File: config.mk
export PLATFORM = sky130hd
export DESIGN_NAME = pattern_note_sequencer
export DESIGN_NICKNAME = d
export VERILOG_FILES = /design/src/rtl/pattern_note_sequencer_pkg.sv /design/src/rtl/rom_async.sv /design/src/rtl/pattern_note_sequencer.sv
export SDC_FILE = /design/constraint.sdc
export NUM_CORES = 1
export LEC_CHECK = 0
export ABC_CLOCK_PERIOD_IN_PS = 4900
export BUFFER_PORTS_ARGS = -buffer_cell sky130_fd_sc_hd__clkbuf_2
export CAP_MARGIN = 20
export CORE_MARGIN = 10
export CORE_UTILIZATION = 46
export CTS_CLUSTER_SIZE = 24
export DETAILED_ROUTE_END_ITERATION = 6
export GPL_ROUTABILITY_DRIVEN = 0
export PLACE_DENSITY = 0.89
export SYNTH_ARGS = -nofsm -noshare
export SYNTH_HDL_FRONTEND = slang
export SYNTH_SLANG_ARGS = --single-unit
export TNS_END_PERCENT = 5
File: constraint.sdc
create_clock -name i_clk -period 4.9 [get_ports i_clk]
set_input_delay 0.49 -clock i_clk [delete_from_list [all_inputs] [get_ports i_clk]]
set_output_delay 0.49 -clock i_clk [all_outputs]
set_load 0.005 [all_outputs]
File: src/rtl/pattern_note_sequencer_pkg.sv
// Shared definitions for the pattern note sequencer: FSM state encoding and
// pattern-entry field layout ({rest, note, len} packed MSB to LSB).
package pattern_note_sequencer_pkg;

    typedef enum logic {
        ST_IDLE    = 1'b0,
        ST_PLAYING = 1'b1
    } seq_state_t;

    localparam int LEN_LSB = 0;

    function automatic int note_lsb(input int len_w);
        return LEN_LSB + len_w;
    endfunction

    function automatic int rest_bit(input int note_w, input int len_w);
        return note_lsb(len_w) + note_w;
    endfunction

    function automatic int entry_w(input int note_w, input int len_w);
        return rest_bit(note_w, len_w) + 1;
    endfunction

endpackage

File: src/rtl/rom_async.sv
// Asynchronous-read ROM whose contents come from a packed constant,
// word i occupying bits [i*DW +: DW].
module rom_async #(
    parameter int AW = 4,
    parameter int DW = 8,
    parameter logic [DW*(2**AW)-1:0] INIT = '0
) (
    input  logic [AW-1:0] i_addr,
    output logic [DW-1:0] o_data
);

    assign o_data = INIT[DW*int'(i_addr) +: DW];

endmodule

File: src/rtl/pattern_note_sequencer.sv
// Pattern-driven note sequencer: steps a pattern ROM, looks up the note's
// phase delta and plays a per-entry volume envelope, with run/stop and loop window.
module pattern_note_sequencer
    import pattern_note_sequencer_pkg::*;
#(
    parameter int NOTE_W   = 2,
    parameter int LEN_W    = 5,
    parameter int PAT_AW   = 5,
    parameter int ENV_AW   = 4,
    parameter int ENV_LAST = 9,
    parameter int ENV_W    = 9,
    parameter logic [(2**PAT_AW)*(1+NOTE_W+LEN_W)-1:0] PATTERN_INIT = '0,
    parameter logic [(2**NOTE_W)*32-1:0]               PHASE_INIT   = '0,
    parameter logic [(2**ENV_AW)*ENV_W-1:0]            ENV_INIT     = '0
) (
    input  logic              i_clk,
    input  logic              i_rst,
    input  logic              i_tick_stb,
    input  logic              i_note_stb,
    input  logic              i_enable,
    input  logic [PAT_AW-1:0] i_loop_start,
    input  logic [PAT_AW-1:0] i_loop_end,
    output logic [31:0]       o_phase_delta,
    output logic [ENV_W-1:0]  o_envelope,
    output logic              o_new_note,
    output logic [PAT_AW-1:0] o_position,
    output logic              o_playing
);

    localparam int EW       = entry_w(NOTE_W, LEN_W);
    localparam int REST_BIT = rest_bit(NOTE_W, LEN_W);
    localparam int NOTE_LSB = note_lsb(LEN_W);
    localparam logic [ENV_AW-1:0] ENV_SAT = ENV_AW'(ENV_LAST);

    seq_state_t        r_state;
    logic [PAT_AW-1:0] r_idx;
    logic [LEN_W-1:0]  r_dur;
    logic [ENV_AW-1:0] r_env_idx;
    logic              r_new_note;
    logic              r_playing;

    logic [EW-1:0]     w_entry;
    logic              w_rest;
    logic [NOTE_W-1:0] w_note;
    logic [LEN_W-1:0]  w_len;
    logic [ENV_W-1:0]  w_env_val;
    logic [PAT_AW-1:0] w_next_idx;
    logic              w_entry_end;

    rom_async #(.AW(PAT_AW), .DW(EW), .INIT(PATTERN_INIT)) u_pattern_rom (
        .i_addr (r_idx),
        .o_data (w_entry)
    );

    rom_async #(.AW(NOTE_W), .DW(32), .INIT(PHASE_INIT)) u_phase_rom (
        .i_addr (w_note),
        .o_data (o_phase_delta)
    );

    rom_async #(.AW(ENV_AW), .DW(ENV_W), .INIT(ENV_INIT)) u_env_rom (
        .i_addr (r_env_idx),
        .o_data (w_env_val)
    );

    assign w_rest = w_entry[REST_BIT];
    assign w_note = w_entry[NOTE_LSB +: NOTE_W];
    assign w_len  = w_entry[LEN_LSB +: LEN_W];

    // Loop wrap also fires at the last ROM slot so an inverted window still wraps.
    assign w_next_idx  = (r_idx == i_loop_end || r_idx == {PAT_AW{1'b1}}) ?
                         i_loop_start : r_idx + PAT_AW'(1);
    assign w_entry_end = i_note_stb && (r_dur == w_len);

    always_ff @(posedge i_clk) begin
        if (i_rst) begin
            r_state    <= ST_IDLE;
            r_idx      <= '0;
            r_dur      <= '0;
            r_env_idx  <= '0;
            r_new_note <= 1'b0;
            r_playing  <= 1'b0;
        end else begin
            r_new_note <= 1'b0;
            case (r_state)
                ST_IDLE: begin
                    r_idx     <= '0;
                    r_dur     <= '0;
                    r_env_idx <= '0;
                    if (i_enable) begin
                        r_state    <= ST_PLAYING;
                        r_playing  <= 1'b1;
                        r_new_note <= 1'b1;
                    end
                end
                ST_PLAYING: begin
                    if (!i_enable) begin
                        r_state   <= ST_IDLE;
                        r_playing <= 1'b0;
                        r_idx     <= '0;
                        r_dur     <= '0;
                        r_env_idx <= '0;
                    end else if (w_entry_end) begin
                        // Entry start clears the envelope even if a tick coincides.
                        r_dur      <= '0;
                        r_idx      <= w_next_idx;
                        r_new_note <= 1'b1;
                        r_env_idx  <= '0;
                    end else begin
                        if (i_note_stb)
                            r_dur <= r_dur + LEN_W'(1);
                        if (i_tick_stb && r_env_idx != ENV_SAT)
                            r_env_idx <= r_env_idx + ENV_AW'(1);
                    end
                end
                default: r_state <= ST_IDLE;
            endcase
        end
    end

    assign o_envelope = (r_playing && !w_rest) ? w_env_val : '0;
    assign o_new_note = r_new_note;
    assign o_position = r_idx;
    assign o_playing  = r_playing;

endmodule

==> impl_results.md <==
* Seq/Total Area, Yosys at 0.246
* Netlist Area Pre-Place at 1060 um^2
* Die H at 67.9 um
* Critical path's top delay family: adder cells
* Synth area leaders: buf_4 (29%), dfxtp_1 (25%), ha_1 (5.9%), xor2_1 (4.1%), mux2i_1 (3.8%)
* Post-Layout Cell Count at 170
* Die W at 67.9 um
* Row count at 17
* Critical path capture point type: flop
* Detail Route Antenna Nets at 0
* Worst min path class: in -> reg
* Outcome: completed
* Synth Warn # at 0
* MaxCap Viol Count at 0
* Initial antenna violation count at 0
* Sink Count at 13
* Core region area at 2190 um^2
* Seq cells post-synth at 13
* Slowest stage delay, CP at 0.37 ns
* Avg WL per Cell at 11.8 um
* Highest net fanout along the worst path at 7
* Clk_lat worst skew at 0.28 ns
* NumNets Final at 163
* PostCTS Resize Cnt at 0
* Remaining DRCs at 0
* Count leader, synth: buf_4
* Kind of critical path: reg -> reg
* Number of synthesized flops with an enable pin at 0
* Postcts setup bufs at 0
* CP arrival at 1.92 ns
* F_max at 596 MHz
* Synth cell types at 34
* IR drop worst, VDD at 0.111 mV
* Die Area at 4610 um^2
* Vias in the first global route at 708
* Number of diodes at 0
* Global-route wire length before repair at 2950 um
* Crit-path most repeated cell: ha_1
* Htree depth at 1
* Post-synthesis instance total at 120
* Fin crit period at 1.68 ns
* Setup_tns at 0 ns
* Layout cell share with drive strength beyond 1 at 0.204
* Routed wire length at 2000 um
* Dominant synthesized flop cell: dfxtp_1
* Fin crit share at 0.343
* RSZ-0062 raised after global routing: no
* CTS Buffer Depth at 2
* Synth top area share at 0.291
* Synthesized area per cell at 8.80 um^2
* Vias/cell at 4.38
* Synth cell count leaders: buf_4 (41), dfxtp_1 (13), nor2_1 (7)
* Cell area after layout at 1060 um^2
* FFs w/ async S/R, synth at 0
* Area growth, synth to finish at -0.000284%
* Placed Area at 1030 um^2
* DRT Pass-1 Iters at 2
* Vias at 744
* Type of origin of the critical path: flop
* Initial Util at 0.482
* Final Hold Slack at 0.423 ns
* Hold Vio Cnt, Final at 0
* FF-to-FF Start: o_position[0]
* CTS clk-pin slew, worst paths at 0.09 ns
* CP bufs+invs at 0
* Port bufs at 20
* CTS tree: yes
* Inserted Clock Buffers at 3
* # fillers at 230
* Pins Over Slew Limit at 0
* Worst path cell trace: ha_1 > and3_1 > ha_1 > a31oi_4 > nor3b_1 > a211o_1
* Slowest library cell on the worst path: dfxtp_1
* Clock tree root driver cell: clkbuf_4
* Origin of the worst setup path: o_position[0]
* Utilization after layout at 0.482
* Cts hold-fix bufs at 0
* Gr usage total at 0.0810
* Leak pwr at 0.544 nW
* Critical path data required time at 5.14 ns
* Placed Cells at 166
* Pin count of the biggest net entering global routing at 9
* GR Overflow Total at 0
* Synth area leader: buf_4
* Clock skew at 0.00617 ns
* Hold Path Origin: i_rst
* Power Dens Cells at 196 nW/um^2
* # setup viols final at 0
* Post-DP HPWL at 1760 um
* Starting DRC count in detailed routing at 16
* IO Count at 63
## area by class of cell
cell class	instances	area, um^2	share of cell area
repair buffers	20	100	0.0948
multi-input cells	102	622	0.589
inverters	3	11.3	0.0107
well taps	28	35.0	0.0332
clock inverters	1	5.00	0.00474
clock buffers	3	22.5	0.0213
flip-flops and latches	13	260	0.246
## worst paths after layout
path	depth (start not counted)	slack (ns)	end
setup / recovery	6	3.22	o_position[2]
hold / removal	2	0.42	o_position[3]
setup reg to reg	6	3.22	o_position[2]
hold reg to reg	2	0.50	o_playing
## per-stage QoR
step / setup WS (ns) / power (W)
final: 3.22 / 0.000207
after global routing: 3.11 / 0.000217
after CTS: 3.20 / 0.000209
after detailed placement: 3.20 / 0.000140
after global placement: 3.20 / 0.000139
after floorplan: 3.32 / 0.000154
## report_power, final
part / switching [W] / leakage, nW / internal [W]
Clock: 0.0000380 / 0.0177 / 0.0000303
Combinational: 0.0000188 / 0.420 / 0.0000106
Sequential: 0.00000160 / 0.106 / 0.000108
## state kept, by name, indices dropped and copies added, names as in the netlist
signal / cells
o_position: 5
r_dur: 5
o_new_note: 1
o_playing: 1
r_state: 1
## metal layers
layer / GRT usage / part of all wire / vias to the layer above / routed length [um]
li1: - / - / 370 / -
met1: 0.0839 / 0.37 / 343 / 734
met2: 0.142 / 0.54 / 29 / 1070
met3: 0.0408 / 0.091 / 2 / 182
met4: 0.0226 / 0.0060 / 0 / 12
met5: 0 / 0 / - / 0
## cells by family (layout without fill, tap and decap cells)
family,count (synthesis),in the layout,share of synthesized area
xor+xnor,7,7,0.0581
buf+inv,45,27,0.307
compound gates,12,12,0.107
other cells,1,41,0.00355
flops,13,13,0.246
simple gates,32,32,0.171
mux,5,5,0.0486
fa+ha+maj,5,5,0.0592
## cell usage in the layout (no fill, tap or decap), drive strengths merged
| master | n |
|---|---|
| o41ai | 1 |
| a21boi | 1 |
| inv | 3 |
| mux2i | 4 |
| and2b | 1 |
| xnor2 | 2 |
| conb | 41 |
| a31oi | 2 |
| mux2 | 1 |
| clkbuf | 23 |
| nand2b | 1 |
| o2111ai | 1 |
| a211o | 1 |
| nor3b | 4 |
| and2 | 1 |
| nand4 | 3 |
| o21ai | 3 |
| or4 | 1 |
| dfxtp | 13 |
| ha | 5 |
| and3 | 1 |
| nor3 | 1 |
| clkinv | 1 |
| nor2 | 7 |
| a21oi | 2 |
| nand2 | 6 |
| nor2b | 2 |
| xor2 | 5 |
| or2 | 1 |
| nand3b | 1 |
| nand3 | 2 |
| a211oi | 1 |
(Power assumes the default switching activity.)
